===== config.mk =====
export PLATFORM = sky130hd
export DESIGN_NAME = sdram_port_arbiter
export DESIGN_NICKNAME = d
export VERILOG_FILES = /design/src/rtl/sdram_port_arbiter.sv
export SDC_FILE = /design/constraint.sdc
export NUM_CORES = 1
export LEC_CHECK = 0
export CORE_AREA = 2 2 113 115
export DETAILED_ROUTE_END_ITERATION = 7
export DIE_AREA = 0 0 115 117
export GPL_TIMING_DRIVEN = 0
export HOLD_SLACK_MARGIN = 0.1
export PLACE_DENSITY = 0.73
export SLEW_MARGIN = 15
export SYNTH_ARGS = -nofsm -noshare
export SYNTH_HDL_FRONTEND = slang
export SYNTH_SLANG_ARGS = --single-unit

===== constraint.sdc =====
create_clock -name clk_clk -period 3.1 [get_ports clk_clk]
set_input_delay 0.465 -clock clk_clk [delete_from_list [all_inputs] [get_ports clk_clk]]
set_output_delay 0.465 -clock clk_clk [all_outputs]
set_load 0.03 [all_outputs]

===== src/rtl/sdram_port_arbiter.sv =====
// sdram_port_arbiter
//   Two-master to one-slave Avalon-MM style arbiter in front of an SDRAM
//   controller. One command is in flight at a time: the arbiter grants a
//   master from IDLE, passes its command through combinationally while it
//   owns the slave, and drops back to IDLE on acceptance. Read ownership is
//   remembered in a small ID FIFO so returning read data is steered to the
//   master that issued the read.
//
// Parameters
//   ADDR_W   word address width
//   DATA_W   data width (byteenable is DATA_W/8)
//   MAX_PEND maximum outstanding reads, power of two in 2..16
//
// Configuration macro
//   ARB_FIXED_PRIO_M0_EN  defined: M0 wins every contention in IDLE.
//                         undefined (default): round-robin between M0/M1.
//
// Ports
//   clk_clk, reset_reset_n   clock, synchronous active-low reset
//   m0_* / m1_*              master ports (address/read/write/writedata/
//                            byteenable in; waitrequest/readdata/
//                            readdatavalid out)
//   s_*                      slave port towards the SDRAM controller
//   err_orphan               sticky: read data arrived with nothing pending
module sdram_port_arbiter #(
  parameter int ADDR_W   = 25,
  parameter int DATA_W   = 32,
  parameter int MAX_PEND = 4
) (
  input  logic                clk_clk,
  input  logic                reset_reset_n,

  input  logic [ADDR_W-1:0]   m0_address,
  input  logic                m0_read,
  input  logic                m0_write,
  input  logic [DATA_W-1:0]   m0_writedata,
  input  logic [DATA_W/8-1:0] m0_byteenable,
  output logic                m0_waitrequest,
  output logic [DATA_W-1:0]   m0_readdata,
  output logic                m0_readdatavalid,

  input  logic [ADDR_W-1:0]   m1_address,
  input  logic                m1_read,
  input  logic                m1_write,
  input  logic [DATA_W-1:0]   m1_writedata,
  input  logic [DATA_W/8-1:0] m1_byteenable,
  output logic                m1_waitrequest,
  output logic [DATA_W-1:0]   m1_readdata,
  output logic                m1_readdatavalid,

  output logic [ADDR_W-1:0]   s_address,
  output logic                s_read,
  output logic                s_write,
  output logic [DATA_W-1:0]   s_writedata,
  output logic [DATA_W/8-1:0] s_byteenable,
  input  logic                s_waitrequest,
  input  logic [DATA_W-1:0]   s_readdata,
  input  logic                s_readdatavalid,

  output logic                err_orphan
);

  localparam int PTR_W = (MAX_PEND > 1) ? $clog2(MAX_PEND) : 1;
  localparam int CNT_W = PTR_W + 1;

  typedef enum logic [1:0] {IDLE = 2'd0, OWN_M0 = 2'd1, OWN_M1 = 2'd2} state_t;

  state_t state, state_nxt;

  logic [PTR_W-1:0]    wr_ptr, rd_ptr;
  logic [CNT_W-1:0]    pend_cnt;
  logic [MAX_PEND-1:0] id_fifo;

  logic full, m0_req, m1_req, m0_elig, m1_elig, m1_wins;
  logic own_m0, own_m1, accept, push, pop, orphan, head_id;

  assign full    = (pend_cnt == CNT_W'(MAX_PEND));
  assign m0_req  = m0_read | m0_write;
  assign m1_req  = m1_read | m1_write;
  // A full ID FIFO only blocks reads; writes never need a return slot.
  assign m0_elig = m0_write | (m0_read & ~full);
  assign m1_elig = m1_write | (m1_read & ~full);

  assign own_m0  = (state == OWN_M0);
  assign own_m1  = (state == OWN_M1);
  // A master that drops its request while owning is not an acceptance.
  assign accept  = ~s_waitrequest & ((own_m0 & m0_req) | (own_m1 & m1_req));
  assign push    = ~s_waitrequest & ((own_m0 & m0_read) | (own_m1 & m1_read));
  assign pop     = s_readdatavalid & (pend_cnt != '0);
  assign orphan  = s_readdatavalid & (pend_cnt == '0);
  assign head_id = id_fifo[rd_ptr];

`ifdef ARB_FIXED_PRIO_M0_EN
  assign m1_wins = 1'b0;
`else
  // Remembers who was served last; reset value makes M0 the first winner.
  logic rr_last_m1;

  always_ff @(posedge clk_clk) begin
    if (!reset_reset_n)
      rr_last_m1 <= 1'b1;
    else if (accept)
      rr_last_m1 <= own_m1;
  end

  assign m1_wins = ~rr_last_m1;
`endif

  // State register
  always_ff @(posedge clk_clk) begin
    if (!reset_reset_n)
      state <= IDLE;
    else
      state <= state_nxt;
  end

  // Next-state logic
  always_comb begin
    state_nxt = state;
    case (state)
      IDLE: begin
        if (m0_elig && m1_elig)
          state_nxt = m1_wins ? OWN_M1 : OWN_M0;
        else if (m0_elig)
          state_nxt = OWN_M0;
        else if (m1_elig)
          state_nxt = OWN_M1;
      end
      OWN_M0:  if (!m0_req || !s_waitrequest) state_nxt = IDLE;
      OWN_M1:  if (!m1_req || !s_waitrequest) state_nxt = IDLE;
      default: state_nxt = IDLE;
    endcase
  end

  // Output logic: owner's command is passed straight through. Outputs are
  // also forced quiet while reset is low so nothing leaks before the first
  // clock edge of reset.
  always_comb begin
    s_read         = 1'b0;
    s_write        = 1'b0;
    s_address      = m0_address;
    s_writedata    = m0_writedata;
    s_byteenable   = m0_byteenable;
    m0_waitrequest = 1'b1;
    m1_waitrequest = 1'b1;
    if (reset_reset_n) begin
      case (state)
        OWN_M0: begin
          s_read         = m0_read;
          s_write        = m0_write;
          m0_waitrequest = s_waitrequest;
        end
        OWN_M1: begin
          s_read         = m1_read;
          s_write        = m1_write;
          s_address      = m1_address;
          s_writedata    = m1_writedata;
          s_byteenable   = m1_byteenable;
          m1_waitrequest = s_waitrequest;
        end
        default: ;
      endcase
    end
  end

  // Read-return steering
  assign m0_readdata      = s_readdata;
  assign m1_readdata      = s_readdata;
  assign m0_readdatavalid = reset_reset_n & pop & ~head_id;
  assign m1_readdatavalid = reset_reset_n & pop &  head_id;

  // ID FIFO storage (contents are qualified by pend_cnt, so no reset needed)
  always_ff @(posedge clk_clk) begin
    if (push)
      id_fifo[wr_ptr] <= own_m1;
  end

  // ID FIFO pointers/count and orphan flag. Pointers wrap naturally because
  // MAX_PEND is a power of two.
  always_ff @(posedge clk_clk) begin
    if (!reset_reset_n) begin
      wr_ptr     <= '0;
      rd_ptr     <= '0;
      pend_cnt   <= '0;
      err_orphan <= 1'b0;
    end else begin
      if (push) wr_ptr <= wr_ptr + PTR_W'(1);
      if (pop)  rd_ptr <= rd_ptr + PTR_W'(1);
      if (push && !pop)
        pend_cnt <= pend_cnt + CNT_W'(1);
      else if (pop && !push)
        pend_cnt <= pend_cnt - CNT_W'(1);
      if (orphan) err_orphan <= 1'b1;
    end
  end

endmodule


==> results of run 1 <==
==> state kept, by name, indices dropped and copies added, names as in the netlist <==
register    flops
wr_ptr          2
err_orphan      1
id_fifo         4
state           2
rd_ptr          2
pend_cnt        3
rr_last_m1      1
==> stage by stage <==
stage | instances | setup slack, ps | setup TNS [ps] | utilization
after floorplan | 223 | 652 | 0 | -
after global placement | 634 | -183 | -8850 | 0.397
after detailed placement | 634 | -192 | -9340 | 0.397
after CTS | 638 | 19.8 | 0 | 0.404
after global routing | 638 | 42.1 | 0 | 0.406
final | 638 | 170 | 0 | 0.406
==> timing repair <==
item,in CTS,in global routing
resized for setup,2,6
pin swaps,0,0
hold buffers,0,0
endpoints found under the setup margin,60,51
buffers inserted,0,0
==> routing by layer <==
layer  up-vias  global-route usage  wire length [um]
li1       1232                   -                 -
met4         0              0.0281               229
met3        14              0.0479               901
met2       112               0.253              5450
met5         -                   0                 0
met1      1130               0.160              3850
==> Yosys cell counts <==
library cell   n
a21boi_0       2
mux2_2        61
nor2_1         7
or2_2          1
o21ai_0        6
nor3b_1        1
and3_1         1
inv_1          6
buf_2          6
or3b_1         1
clkbuf_1       1
mux2i_1        2
edfxtp_1       4
nand3b_1       1
xor2_1         2
or3_2          1
buf_4         64
dfxtp_1       11
and2_1        10
xnor2_1        3
mux2_4         1
nor3_1         3
o31a_2         1
o21ai_2        1
a22oi_1        2
mux4_2         1
nand2_1        7
fa_1           1
ha_1           8
nor2b_1        2
a21oi_1        3
nor4b_1        1
a32oi_2        1
==> power breakdown <==
part	switching (mW)	internal [mW]	total [mW]
Clock	0.0769	0.172	0.249
Combinational	0.546	0.604	1.15
Sequential	0.0459	0.243	0.289
Total	0.669	1.02	1.69
==> critical path: stages, from the launching register on <==
cell and delay, ps:
dfxtp_1 350, inv_1 70, ha_1 330, nand2_4 190, buf_2 270, mux2_2 410, clkdlybuf4s50_1 600
==> cell families after synthesis <==
family / share of synthesized area
XOR/XNOR: 0.0209
multiplexers: 0.356
adder cells (fa/ha/maj): 0.0575
AND/OR/NAND/NOR: 0.0934
flip-flops: 0.163
AO/OA/AOI/OAI: 0.0527
buffers and inverters: 0.257
==> area by class of cell <==
type                            instances  area, um2
Fill cell                            1219       7320
Multi-Input combinational cell        131       1220
Clock buffer                            3       75.1
Tap cell                              150        188
Buffer                                 71        514
Clock inverter                          1       5.00
Inverter                                6       22.5
Sequential cell                        15        340
Timing Repair Buffer                  261       2630
==> path summary, 6_finish.rpt <==
kind,start,to,slack (ps)
hold reg to reg,state[1],state[1],490
hold / removal,state[1],state[1],490
setup / recovery,state[0],s_byteenable[0],170
setup reg to reg,state[0],pend_cnt[2],300
==> key figures, run 1 <==
Global routing
  • Initial antenna violation count: 1
  • Largest net degree at the start of global routing: 11
  • Vias in the first global route: about 2,600
  • Total Routing Usage GR: 0.139
  • Grt ovf: 0
  • Global-route wire length before repair: 14.4 mm

Critical path
  • CP startpoint kind: register
  • Crit path arrival time: between 2000 and 2500 ps
  • CP Class: reg -> out
  • Reg2reg path depth: 10
  • CP Capture Type: output port
  • Worst-path fanout max: 10
  • Req. time, crit path: 2630 ps

STA
  • Fin. Hold Viols: 0
  • FMAX: between 300 and 400 MHz
  • Fin Hold WS: ~490 ps
  • Min Tclk post-route: slightly below 3000 ps
  • Relative slew slack: 0.711
  • RSZ-0062 raised after global routing: false
  • Tcrit/Tclk final: 0.945
  • Slew @ Worst Pin: roughly 430 ps
  • Final setup viols: 0
  • Slew Limit Fails: 0
  • Layout Skew: 4.22 ps

Clock tree
  • # clock sinks: 15
  • Clk_lat worst skew: around 240 ps
  • TritonCTS Buffers: 3
  • CTS tree: done
  • Clock Path Buffers: 2
  • Clk root buf: clkbuf_16
  • Htree depth: 1
  • Clk pin slew, worst setup/hold paths: about 50 ps

Floorplan
  • Die height: 117 um
  • Die ar.: roughly 13,000 um2
  • Row count: 41
  • Core box area: approximately 12,000 um2
  • # IOs: a little under 300
  • Die Wd: ~120 um
  • Initial Utilization: 0.170

Yosys
  • Syn avg cell area: 9.38 um2
  • Post-synthesis sequential area ratio: 0.163
  • Synthesized area: roughly 2100 um2
  • Yosys top cell by area: mux2_2
  • Seq cells post-synth: 15
  • Top cells by area, synth: mux2_2 33%, buf_4 23%, dfxtp_1 11%
  • Cells after Synth: about 220
  • Synth unique cells: 33
  • Yosys warnings: 0
  • Syn nets: between 300 and 400
  • Synth top area share: 0.329

Final layout
  • Layout cell share with drive strength beyond 1: 0.295
  • Most common cell after layout, fill and taps aside: clkdlybuf4s50_1
  • Nets: 660
  • Most frequent cells in the layout: 256 x clkdlybuf4s50_1, 64 x buf_4, 61 x mux2_2
  • Number of antenna diodes: 0
  • Finished layout cell area: around 5000 um2
  • P&R area growth vs syn: 139%

Power and ir drop
  • Power Total: about 1.7 mW
  • Worst IR drop on VDD: approximately 0.00026 V
  • PD cells: 338 nW/um2
  • Leakage power: roughly 2.1 nW

Detailed routing
  • DRT antenna net count: 0
  • 1st-iter DRT viols: between 60 and 70
  • Final wirelength: between 10 and 15 mm
  • WL/cell: between 15 and 20 um
  • Number of remaining DRC errors: 0
  • DR pass1 iterations: 4
  • Routed via count: between 2,000 and 2,500
  • Avg Vias per Cell: roughly 3.9

Place
  • I/O Buffers: roughly 260
  • Post-DP HPWL: between 9 and 10 mm
  • DP Area: between 4000 and 5000 um2
  • RePlAce Congestion: between 0.8 and 0.9

Run status
  • Status: finished clean

Worst hold path
  • Hold Path Cell Cnt: 2
  • Hold Path Class: reg -> reg

Flow run
  • Max-cap violations: 0
Note: power is estimated with default switching activity, not from simulation.
==> inputs of run 2 (changes only) <==
--- a/config.mk
+++ b/config.mk
@@ -11,7 +11,7 @@
 export GPL_TIMING_DRIVEN = 0
 export HOLD_SLACK_MARGIN = 0.1
 export PLACE_DENSITY = 0.73
-export SLEW_MARGIN = 15
+export SLEW_MARGIN = 20
 export SYNTH_ARGS = -nofsm -noshare
 export SYNTH_HDL_FRONTEND = slang
 export SYNTH_SLANG_ARGS = --single-unit
==> results of run 2 <==
Final layout, timing and power as in run 1 (identical DEF).
==> inputs of run 3 (changes only) <==
--- a/config.mk
+++ b/config.mk
@@ -5,12 +5,14 @@
 export SDC_FILE = /design/constraint.sdc
 export NUM_CORES = 1
 export LEC_CHECK = 0
+export ABC_CLOCK_PERIOD_IN_PS = 3100
 export CORE_AREA = 2 2 113 115
 export DETAILED_ROUTE_END_ITERATION = 7
 export DIE_AREA = 0 0 115 117
 export GPL_TIMING_DRIVEN = 0
 export HOLD_SLACK_MARGIN = 0.1
 export PLACE_DENSITY = 0.73
+export SETUP_SLACK_MARGIN = 0.3
 export SLEW_MARGIN = 20
 export SYNTH_ARGS = -nofsm -noshare
 export SYNTH_HDL_FRONTEND = slang
==> run 3 against run 2 <==
  * Non-clock buffer count increased by 3
  * Hold slack got worse by 4.4 ps
  * Sequential share of layout area increased by 0.085 points
  * Die area unchanged
  * Largest power group unchanged
  * Highest routed layer unchanged
==> key figures, run 3 (same netlist as run 1, synthesis figures left out) <==
Clock tree
  • CTS tree: done
  • Clk root buf: clkbuf_16
  • Clk_lat worst skew: roughly 240 ps
  • Clock Path Buffers: 2
  • Htree depth: 1
  • Clk pin slew, worst setup/hold paths: 50 ps
  • # clock sinks: 15
  • TritonCTS Buffers: 3

STA
  • Fin Hold WS: ~490 ps
  • Slew @ Worst Pin: around 410 ps
  • FMAX: between 300 and 400 MHz
  • Setup_tns: 0 ps
  • Fin. Hold Viols: 0
  • Final setup viols: 0
  • Worst setup margin: roughly 420 ps
  • Relative slew slack: 0.726
  • Layout Skew: slightly above 4 ps
  • Tcrit/Tclk final: 0.866
  • Slew Limit Fails: 0
  • RSZ-0062 raised after global routing: false
  • Min Tclk post-route: 2680 ps

Global routing
  • Global-route wire length before repair: about 14 mm
  • Grt ovf: 0
  • Initial antenna violation count: 1
  • Total Routing Usage GR: 0.139
  • Largest net degree at the start of global routing: 11
  • Vias in the first global route: 2,592

Critical path
  • CP max-delay cell: clkdlybuf4s50_1
  • Crit path buf inv count: 3
  • CP Capture Type: output port
  • Slowest Stage Delay on Critical Path: between 600 and 700 ps
  • Reg2reg path depth: 10
  • Delay-heaviest family, CP: buffers and inverters
  • Worst-path fanout max: 10
  • Register-to-Register Setup Slack: roughly 500 ps
  • Worst R2R Start: state[0]
  • CP startpoint kind: register
  • Reg-to-Reg End: pend_cnt[2]
  • Crit path from: state[0]
  • Crit-path cells: inv_1 > ha_2 > nand2_4 > buf_2 > or2_2 > clkdlybuf4s50_1
  • Req. time, crit path: approximately 2600 ps
  • Crit path arrival time: between 2000 and 2500 ps
  • CP Class: reg -> out

Final layout
  • Layout cell share with drive strength beyond 1: 0.303
  • Nets: between 600 and 700
  • P&R area growth vs syn: 136%
  • Largest regs: id_fifo: 4 flops, pend_cnt: 3 flops
  • Finished layout cell area: roughly 4900 um2
  • Final cell count without fillers: between 600 and 700
  • Number of antenna diodes: 0
  • Biggest register: id_fifo
  • Most common cell after layout, fill and taps aside: clkdlybuf4s50_1
  • Most frequent cells in the layout: 201 x clkdlybuf4s50_1, 67 x buf_4, 61 x mux2_2
  • Max reg flops: 4

Floorplan
  • Initial Utilization: 0.170
  • Row count: 41
  • # IOs: approximately 300
  • Die height: 117 um
  • Core box area: approximately 12,000 um2
  • Die ar.: 13,500 um2
  • Die Wd: around 120 um

Detailed routing
  • DRT antenna net count: 0
  • WL/cell: roughly 16 um
  • Number of remaining DRC errors: 0
  • 1st-iter DRT viols: between 50 and 60
  • Avg Vias per Cell: between 3 and 4
  • Final wirelength: ~10 mm
  • DR pass1 iterations: 4
  • Routed via count: 2,496

Worst hold path
  • Worst Hold End: state[1]
  • Hold wc startpoint: state[1]
  • Hold Path Class: reg -> reg
  • Hold Path Cell Cnt: 2

Place
  • DP Cell Count: 634
  • Post-DP HPWL: 9.46 mm
  • I/O Buffers: 261
  • DP Area: between 4000 and 5000 um2
  • Place WS: -192 ps
  • RePlAce Congestion: 0.807

Flow run
  • Max-cap violations: 0

Power and ir drop
  • Leakage power: approximately 2.1 nW
  • PD cells: ~330 nW/um2
  • Worst IR drop on VDD: between 0.0002 and 0.0003 V

Run status
  • Status: finished clean
-- run 3: changes by cell type in the layout (fill, tap and decap cells not counted), sizes merged --
cell / before / now
dlygate4sd2: 0 / 60
clkdlybuf4s50: 256 / 201
buf: 70 / 73
dlymetal6s2s: 5 / 0
-- run 3: through the flow --
| stage | utilization | power [mW] |
|---|---|---|
| floorplan | - | 0.941 |
| global placement | 0.397 | 1.42 |
| detailed placement | 0.397 | 1.44 |
| CTS | 0.399 | 1.65 |
| global route | 0.401 | 1.74 |
| finish | 0.401 | 1.64 |
-- run 3: worst reg2reg max path, delay by kind of cell, from the launching register on --
| kind | cells | cell delay [ps] |
|---|---|---|
| AND/OR/NAND/NOR | 2 | 640 |
| buffers and inverters | 2 | 150 |
| adder cells (fa/ha/maj) | 3 | 900 |
| flip-flops | 1 | 320 |
| AO/OA/AOI/OAI | 2 | 350 |
| XOR/XNOR | 1 | 170 |
-- run 3: layer usage --
layer | vias up | wire length [um] | global-route usage | part of all wire
met2 | 112 | 5460 | 0.253 | 0.52
met4 | 0 | 227 | 0.0281 | 0.022
met1 | 1132 | 3840 | 0.159 | 0.37
met5 | - | 0 | 0 | 0
met3 | 14 | 881 | 0.0474 | 0.085
li1 | 1238 | - | - | -
-- run 3: power by group --
part           switching, mW  internal [mW]
Sequential            0.0454          0.243
Combinational          0.543          0.560
Clock                 0.0774          0.172
Total                  0.666          0.975
-- run 3: area by class of cell --
| class | count | area, um2 |
|---|---|---|
| fill | 1254 | 7380 |
| timing repair buffer | 264 | 2560 |
| multi-input combinational | 131 | 1230 |
| buffer | 71 | 515 |
| sequential | 15 | 340 |
| tap | 150 | 188 |
| clock buffer | 3 | 75.1 |
| inverter | 6 | 22.5 |
| clock inverter | 1 | 5.00 |
-- run 3: what timing repair did --
action                                  in CTS  in global routing
endpoints found under the setup margin      66                  2
resized for setup                           64                  2
pin swaps                                    1                  1
hold buffers                                 0                  0
buffers inserted                             1                  2
-- run 3: worst max path at each step --
stage                     endpoint  slack (ps)  depth (start not counted)
floorplan              pend_cnt[2]         650                         10
global placement     s_address[20]        -180                          5
detailed placement   s_address[20]        -190                          5
CTS                 m1_waitrequest         390                          6
global route           pend_cnt[2]         300                         10
finish              m1_waitrequest         420                          6
